===== config.mk =====
export PLATFORM = sky130hd
export DESIGN_NAME = branch_predictor
export DESIGN_NICKNAME = d
export VERILOG_FILES = /design/src/rtl/branch_predictor.sv
export SDC_FILE = /design/constraint.sdc
export NUM_CORES = 1
export LEC_CHECK = 0
export BUFFER_PORTS_ARGS = -buffer_cell sky130_fd_sc_hd__buf_2
export CAP_MARGIN = 5
export CORE_MARGIN = 2
export CORE_UTILIZATION = 53
export DETAILED_ROUTE_END_ITERATION = 8
export GPL_TIMING_DRIVEN = 0
export PLACE_DENSITY = 0.76
export SLEW_MARGIN = 20
export SYNTH_ARGS = -nofsm -noshare
export SYNTH_HDL_FRONTEND = slang
export SYNTH_SLANG_ARGS = --single-unit

===== constraint.sdc =====
create_clock -name clk_i -period 9.45 [get_ports clk_i]
set_input_delay 1.89 -clock clk_i [delete_from_list [all_inputs] [get_ports clk_i]]
set_output_delay 1.89 -clock clk_i [all_outputs]
set_load 0.005 [all_outputs]

===== src/rtl/branch_predictor.sv =====
// Bimodal branch predictor: table of 2-bit saturating counters indexed by PC,
// registered prediction to fetch, and mispredict/redirect back to fetch.
module branch_predictor #(
    parameter int         ENTRIES  = 64,
    parameter int         INDEX_W  = $clog2(ENTRIES),
    parameter logic [1:0] CTR_INIT = 2'b01
) (
    input  logic        clk_i,
    input  logic        rst_i,
    output logic        ready_o,

    input  logic        pred_valid_i,
    input  logic [31:0] pred_pc_i,
    output logic        pred_valid_o,
    output logic        pred_taken_o,

    input  logic        upd_valid_i,
    input  logic [31:0] upd_pc_i,
    input  logic        upd_taken_i,
    input  logic        upd_pred_i,
    input  logic [31:0] upd_target_i,
    output logic        mispredict_o,
    output logic [31:0] redirect_pc_o,
    output logic [15:0] mispred_cnt_o
);

    typedef enum logic {
        S_INIT = 1'b0,
        S_RUN  = 1'b1
    } state_t;

    state_t             state_q;
    state_t             state_d;
    logic [INDEX_W-1:0] sweep_idx_q;
    logic [INDEX_W-1:0] sweep_idx_d;
    logic               sweep_we;

    logic [1:0]         table_q [ENTRIES];

    logic [INDEX_W-1:0] pred_idx;
    logic [INDEX_W-1:0] upd_idx;
    logic [1:0]         upd_ctr;
    logic [1:0]         upd_ctr_next;
    logic               upd_we;
    logic               run;

    logic               mispredict_d;
    logic [31:0]        redirect_pc_d;

    // PC bits outside the index only alias entries; they carry no state.
    logic               unused_pc_bits;

    assign pred_idx = pred_pc_i[INDEX_W+1:2];
    assign upd_idx  = upd_pc_i[INDEX_W+1:2];
    assign unused_pc_bits = ^{pred_pc_i[31:INDEX_W+2], pred_pc_i[1:0],
                              upd_pc_i[31:INDEX_W+2], upd_pc_i[1:0]};

    assign run     = (state_q == S_RUN);
    assign ready_o = run;

    // Sweep state register: reset restarts the sweep from entry 0.
    always_ff @(posedge clk_i) begin
        if (rst_i) begin
            state_q     <= S_INIT;
            sweep_idx_q <= '0;
        end else begin
            state_q     <= state_d;
            sweep_idx_q <= sweep_idx_d;
        end
    end

    // Sweep next-state: one entry per cycle, then park in RUN until reset.
    always_comb begin
        state_d     = state_q;
        sweep_idx_d = sweep_idx_q;
        sweep_we    = 1'b0;
        unique case (state_q)
            S_INIT: begin
                sweep_we    = 1'b1;
                sweep_idx_d = sweep_idx_q + 1'b1;
                if (sweep_idx_q == INDEX_W'(ENTRIES - 1)) begin
                    state_d = S_RUN;
                end
            end
            S_RUN: begin
                state_d = S_RUN;
            end
            default: begin
                state_d = S_INIT;
            end
        endcase
    end

    // Saturating counter step for the resolved branch.
    always_comb begin
        upd_ctr      = table_q[upd_idx];
        upd_ctr_next = upd_ctr;
        upd_we       = run && upd_valid_i;
        if (upd_taken_i) begin
            if (upd_ctr != 2'b11) begin
                upd_ctr_next = upd_ctr + 2'b01;
            end
        end else begin
            if (upd_ctr != 2'b00) begin
                upd_ctr_next = upd_ctr - 2'b01;
            end
        end
    end

    // Counter table: sweep writes during INIT, training writes during RUN.
    // Nothing is written while reset is held, so in-flight updates drop.
    always_ff @(posedge clk_i) begin
        if (!rst_i) begin
            if (sweep_we) begin
                table_q[sweep_idx_q] <= CTR_INIT;
            end else if (upd_we) begin
                table_q[upd_idx] <= upd_ctr_next;
            end
        end
    end

    // Registered prediction; reads the pre-update counter on a collision.
    always_ff @(posedge clk_i) begin
        if (rst_i) begin
            pred_valid_o <= 1'b0;
            pred_taken_o <= 1'b0;
        end else begin
            pred_valid_o <= pred_valid_i;
            if (pred_valid_i) begin
                pred_taken_o <= run ? table_q[pred_idx][1] : 1'b0;
            end
        end
    end

    // Mispredict decision and the corrected fetch address.
    always_comb begin
        mispredict_d  = upd_valid_i && (upd_taken_i != upd_pred_i);
        redirect_pc_d = upd_taken_i ? upd_target_i : upd_pc_i + 32'd4;
    end

    // Mispredict pulse, held redirect address and saturating event count.
    always_ff @(posedge clk_i) begin
        if (rst_i) begin
            mispredict_o  <= 1'b0;
            redirect_pc_o <= '0;
            mispred_cnt_o <= '0;
        end else begin
            mispredict_o <= mispredict_d;
            if (mispredict_d) begin
                redirect_pc_o <= redirect_pc_d;
                if (mispred_cnt_o != 16'hFFFF) begin
                    mispred_cnt_o <= mispred_cnt_o + 16'd1;
                end
            end
        end
    end

endmodule


Yosys cells after proc, flatten, opt, wreduce, memory -nomap -nowiden:

Memory sizes are Yosys's and may differ from the RTL's.
Index checks and enable logic that the tools add are counted.

* input port bits: 102
* flip-flop bits (word level): 58
* memory bits (writable): 128
* memories: 1
* output and inout bits: 52

* add/sub/neg operators: 5
* reductions and logical operators: 5
* bitwise operators: 1
* eq/ne operators: 4
* muxes and demuxes: 17

Memory list
* table_q: words 64, bits a word 2, rd ports 2, clocked after memory_dff 0, write ports 1, line 38 `logic [1:0] table_q [ENTRIES];`

Operator list (count)
* 32-bit by 3-bit adder with 32-bit output (second input constant): 1
* 32-bit 2-to-1 mux: 1
* 16-bit by 1-bit adder with 16-bit output (second input constant): 1
* 16-bit != test (second input constant): 1
* 1-bit 2-to-1 mux: 10
* 2-bit 2-to-1 mux: 4
* 6-bit by 1-bit adder with 6-bit output (second input constant): 1
* 6-bit == test (second input constant): 1
* 6-bit 2-to-1 mux: 1
* 2-bit by 1-bit adder with 2-bit output (second input constant): 1
* 1-bit logical AND: 2
* 2-bit != test (second input constant): 1
* 1-bit one-hot mux with 2 select lines: 1
* 2-bit AND reduction: 1
* 2-bit nonzero test: 1
* 2-bit OR reduction: 1
* 2-bit by 1-bit subtractor with 2-bit output (second input constant): 1
* 1-bit != test: 1
* 1-bit inverter: 1

Depth between registers and ports, before layout:

* depth in word-level cells: 7
* depth in mapped cells: 10

Worst setup path before layout:

OpenSTA, ideal clock, no wires.

* path kind: input to register
* start point: input port upd_pc_i[2]
* end point: memory table_q[0][0] (data pin)
* data required time: 8.748 ns
* stages: 9
* slack: 2.718 ns
* data arrival time: 6.031 ns
* cells stage by stage: buf_4 > buf_4 > buf_6 > mux4_2 > a21oi_1 > o21ai_0 > a32oi_1 > a21oi_1 > o21ai_0

* word-level cells in the longest chain between the ends: 5

RTL lines
* start: declaration: line 18 `input logic [31:0] upd_pc_i,`
* memory 64 x 2 bit (*)
* 2-bit by 1-bit subtractor with 2-bit output (tied with other cells): line 105 `upd_ctr_next = upd_ctr - 2'b01;`
* 2-bit 2-to-1 mux, on equally long branches: line 104, 100
* 2-bit 2-to-1 mux (*): line 99 `if (upd_taken_i) begin`
* 2-bit 2-to-1 mux (no line) (*)
* end: declaration: line 38

Every way passes the cells marked *; elsewhere a longest branch is shown, timed or not.

Worst setup path after layout:

* start point: input port upd_pc_i[5]
* end point: memory table_q[49][1] (data pin)

Same word-level chain as after synthesis.

==> flow_summary.ini <==
[synth]
synth.distinct_cells = 51
synth.net_count = 888
yosysSeqAreaShare = 0.553
ys_warn_count = 0
synth-edff-count = 128
synth_top_area_frac = 0.425
synthMostInstantiatedCell = edfxtp_1
synthTopCellsByCount = edfxtp_1, nor2_1, nand2_1
syn_inst = 783
synth_area_leader_cell = edfxtp_1
synth_ff_type = edfxtp_1
syn_area_per_cell_um2 = 11.6
syn-cell-area_um2 = 9050
synthArstFlopShare = 0
synthTopCellsByArea = edfxtp_1, dfxtp_1, mux4_2
ys_ff_latch = 186

[timing]
tightest_slew_ns = 0.821
fin_worst_skew_ns = 0.00950
hold_viol = 0
rsz0062_at_grt = no
setup-violations-final = 0
timing.final.crit_share = 0.552
maxSlewHeadroom = 0.451
hold_ws_ns = 0.450
finalSetupTns_ns = 0
finalMaxSlewViolations = 0
fin_crit_ns = 5.21
fmax_ghz = 0.192

[routing]
antenna_left = 0
routed_via_density = 6.13
drt-total-wl_um = 25200
drt-met1-wl_um = 9990
met2WireLength_um = 11900
num_vias = 7112
firstDrtPassIters = 5
met3_length_um = 2570
drc = 0
dr.max_layer_used = met4
first_iter_violations = 737
wl_per_cell_um = 21.7

[clock_tree]
clock_path_buffers = 2
cts_made_buffers = 17
clk_latency_ns = 0.43
htree_levels = 4
post_cts_buffers = 0
holdBufCountCts = 0
cts_tree = yes
path_clk_slew_ns = 0.06
cts.sinks = 186
cts_root_buf = clkbuf_16
cts_resized = 0

[setup_path]
start_kind = primary input
rrSetupSlack_ns = 6.47
crit_path_end_kind = register
cp.required_ns = 9.73
cp_max_fo = 35
critPathKind = primary input to register
critPathArrivalTime_ns = 5.49

[pwr]
peakVddDrop_mv = 0.136
p_leak_nw = 4.05
fin_total_pwr_mw = 1.68
power.density_nw_per_um2 = 159

[grt]
grt-ovfl-total = 0
grt_pass1_vias = 6795
grt_max_degree = 36
grt_pass1_wl_um = 38300
grt.total_usage = 0.287
antenna_found_initial = 0

[die]
num_rows = 47
initial_core_util = 0.544
fp.dieArea_um2 = 18100
fp.dieH_um = 135
num_io_pins = 154
die_w_um = 135
core_um2 = 16600

[final_layout]
diodes = 0
areaGrowthSynthToFinish_pct = 16.6
final_net_count = 1033
drive_gt1_frac = 0.227

[placed_design]
hpwl_um = 18400
place_congestion = 0.912
port_buffers = 123

[run_status]
status = completed

[run]
maxCapViolCount = 0

[worst_hold_path]
hold_class = register to register
==> state kept, by name (all words and copies together) (netlist names) <==
signal	flops
table_q	128
mispredict_o	1
ready_o	1
mispred_cnt_o	16
redirect_pc_o	32
pred_taken_o	1
pred_valid_o	1
sweep_idx_q	6
==> power by group <==
part           leakage [nW]  switching (mW)  internal [mW]
registers              1.86         0.00825          0.872
logic                  1.92          0.0979         0.0633
clock network         0.271           0.301          0.339
==> logic make-up after synthesis <==
kind of cell             count (synthesis)  synth area share
AND/OR/NAND/NOR                        306             0.152
XOR/XNOR                                46            0.0445
multiplexers                            80             0.148
adder cells (fa/ha/maj)                  4           0.00526
flip-flops                             186             0.553
AO/OA/AOI/OAI                          104            0.0693
buffers and inverters                   57            0.0279
==> final timing paths <==
kind                                   endpoint                     startpoint  cells after the start
setup / recovery       table_q[49][1]$_DFFE_PP_                    upd_pc_i[5]                     10
hold / removal    redirect_pc_o[9]$_SDFFE_PP0P_  redirect_pc_o[9]$_SDFFE_PP0P_                      2
setup reg to reg       table_q[35][0]$_DFFE_PP_       table_q[59][1]$_DFFE_PP_                      9
hold reg to reg   redirect_pc_o[9]$_SDFFE_PP0P_  redirect_pc_o[9]$_SDFFE_PP0P_                      2
==> per-layer routing <==
metal  up-vias  global-route usage
li1       3182                   -
met5         -                   0
met3        56              0.0638
met4         0               0.111
met1      3408               0.377
met2       466               0.468
==> layout by cell type (no fill, tap or decap), types with 12 or more instances in the layout <==
cell and instances:
edfxtp_1 128, buf_2 127, nor2_1 111, nand2_1 94, dfxtp_1 58, mux4_2 43
mux2i_1 36, clkbuf_1 31, a21oi_1 31, o21ai_0 30, xor2_1 28, nand3_1 27
xnor2_1 18, clkbuf_16 17, nand4_1 14, inv_1 14, nor3_1 12
==> worst max-delay path: stages <==
cell and delay (ns):
buf_2 0.11, clkbuf_1 0.56, clkbuf_1 0.55, clkbuf_1 0.48, a21oi_1 0.12, o21ai_0 0.25, a32oi_1 0.20, maj3_1 0.42
nor2_4 0.64, buf_16 0.24
==> final cells by class <==
class                      instances  area, um^2
multi-input combinational        540        3810
timing repair buffer             126         686
tap                              220         275
sequential                       186        5000
fill                            1353        6100
clock inverter                    13        78.8
clock buffer                      18         439
buffer                            45         208
inverter                          12        45.0
==> metrics by stage <==
| stage | cell area, um^2 | utilization | cells | worst slack, ns |
|---|---|---|---|---|
| 2_1_floorplan | 9050 | - | 783 | 2.72 |
| 3_3_place_gp | 9940 | 0.597 | 1126 | -0.407 |
| 3_5_place_dp | 10000 | 0.603 | 1129 | 3.95 |
| 4_1_cts | 10500 | 0.634 | 1160 | 4.40 |
| 5_1_grt | 10500 | 0.634 | 1160 | 3.98 |
| 6_report | 10500 | 0.634 | 1160 | 4.24 |
Note: power is estimated with default switching activity, not from simulation.
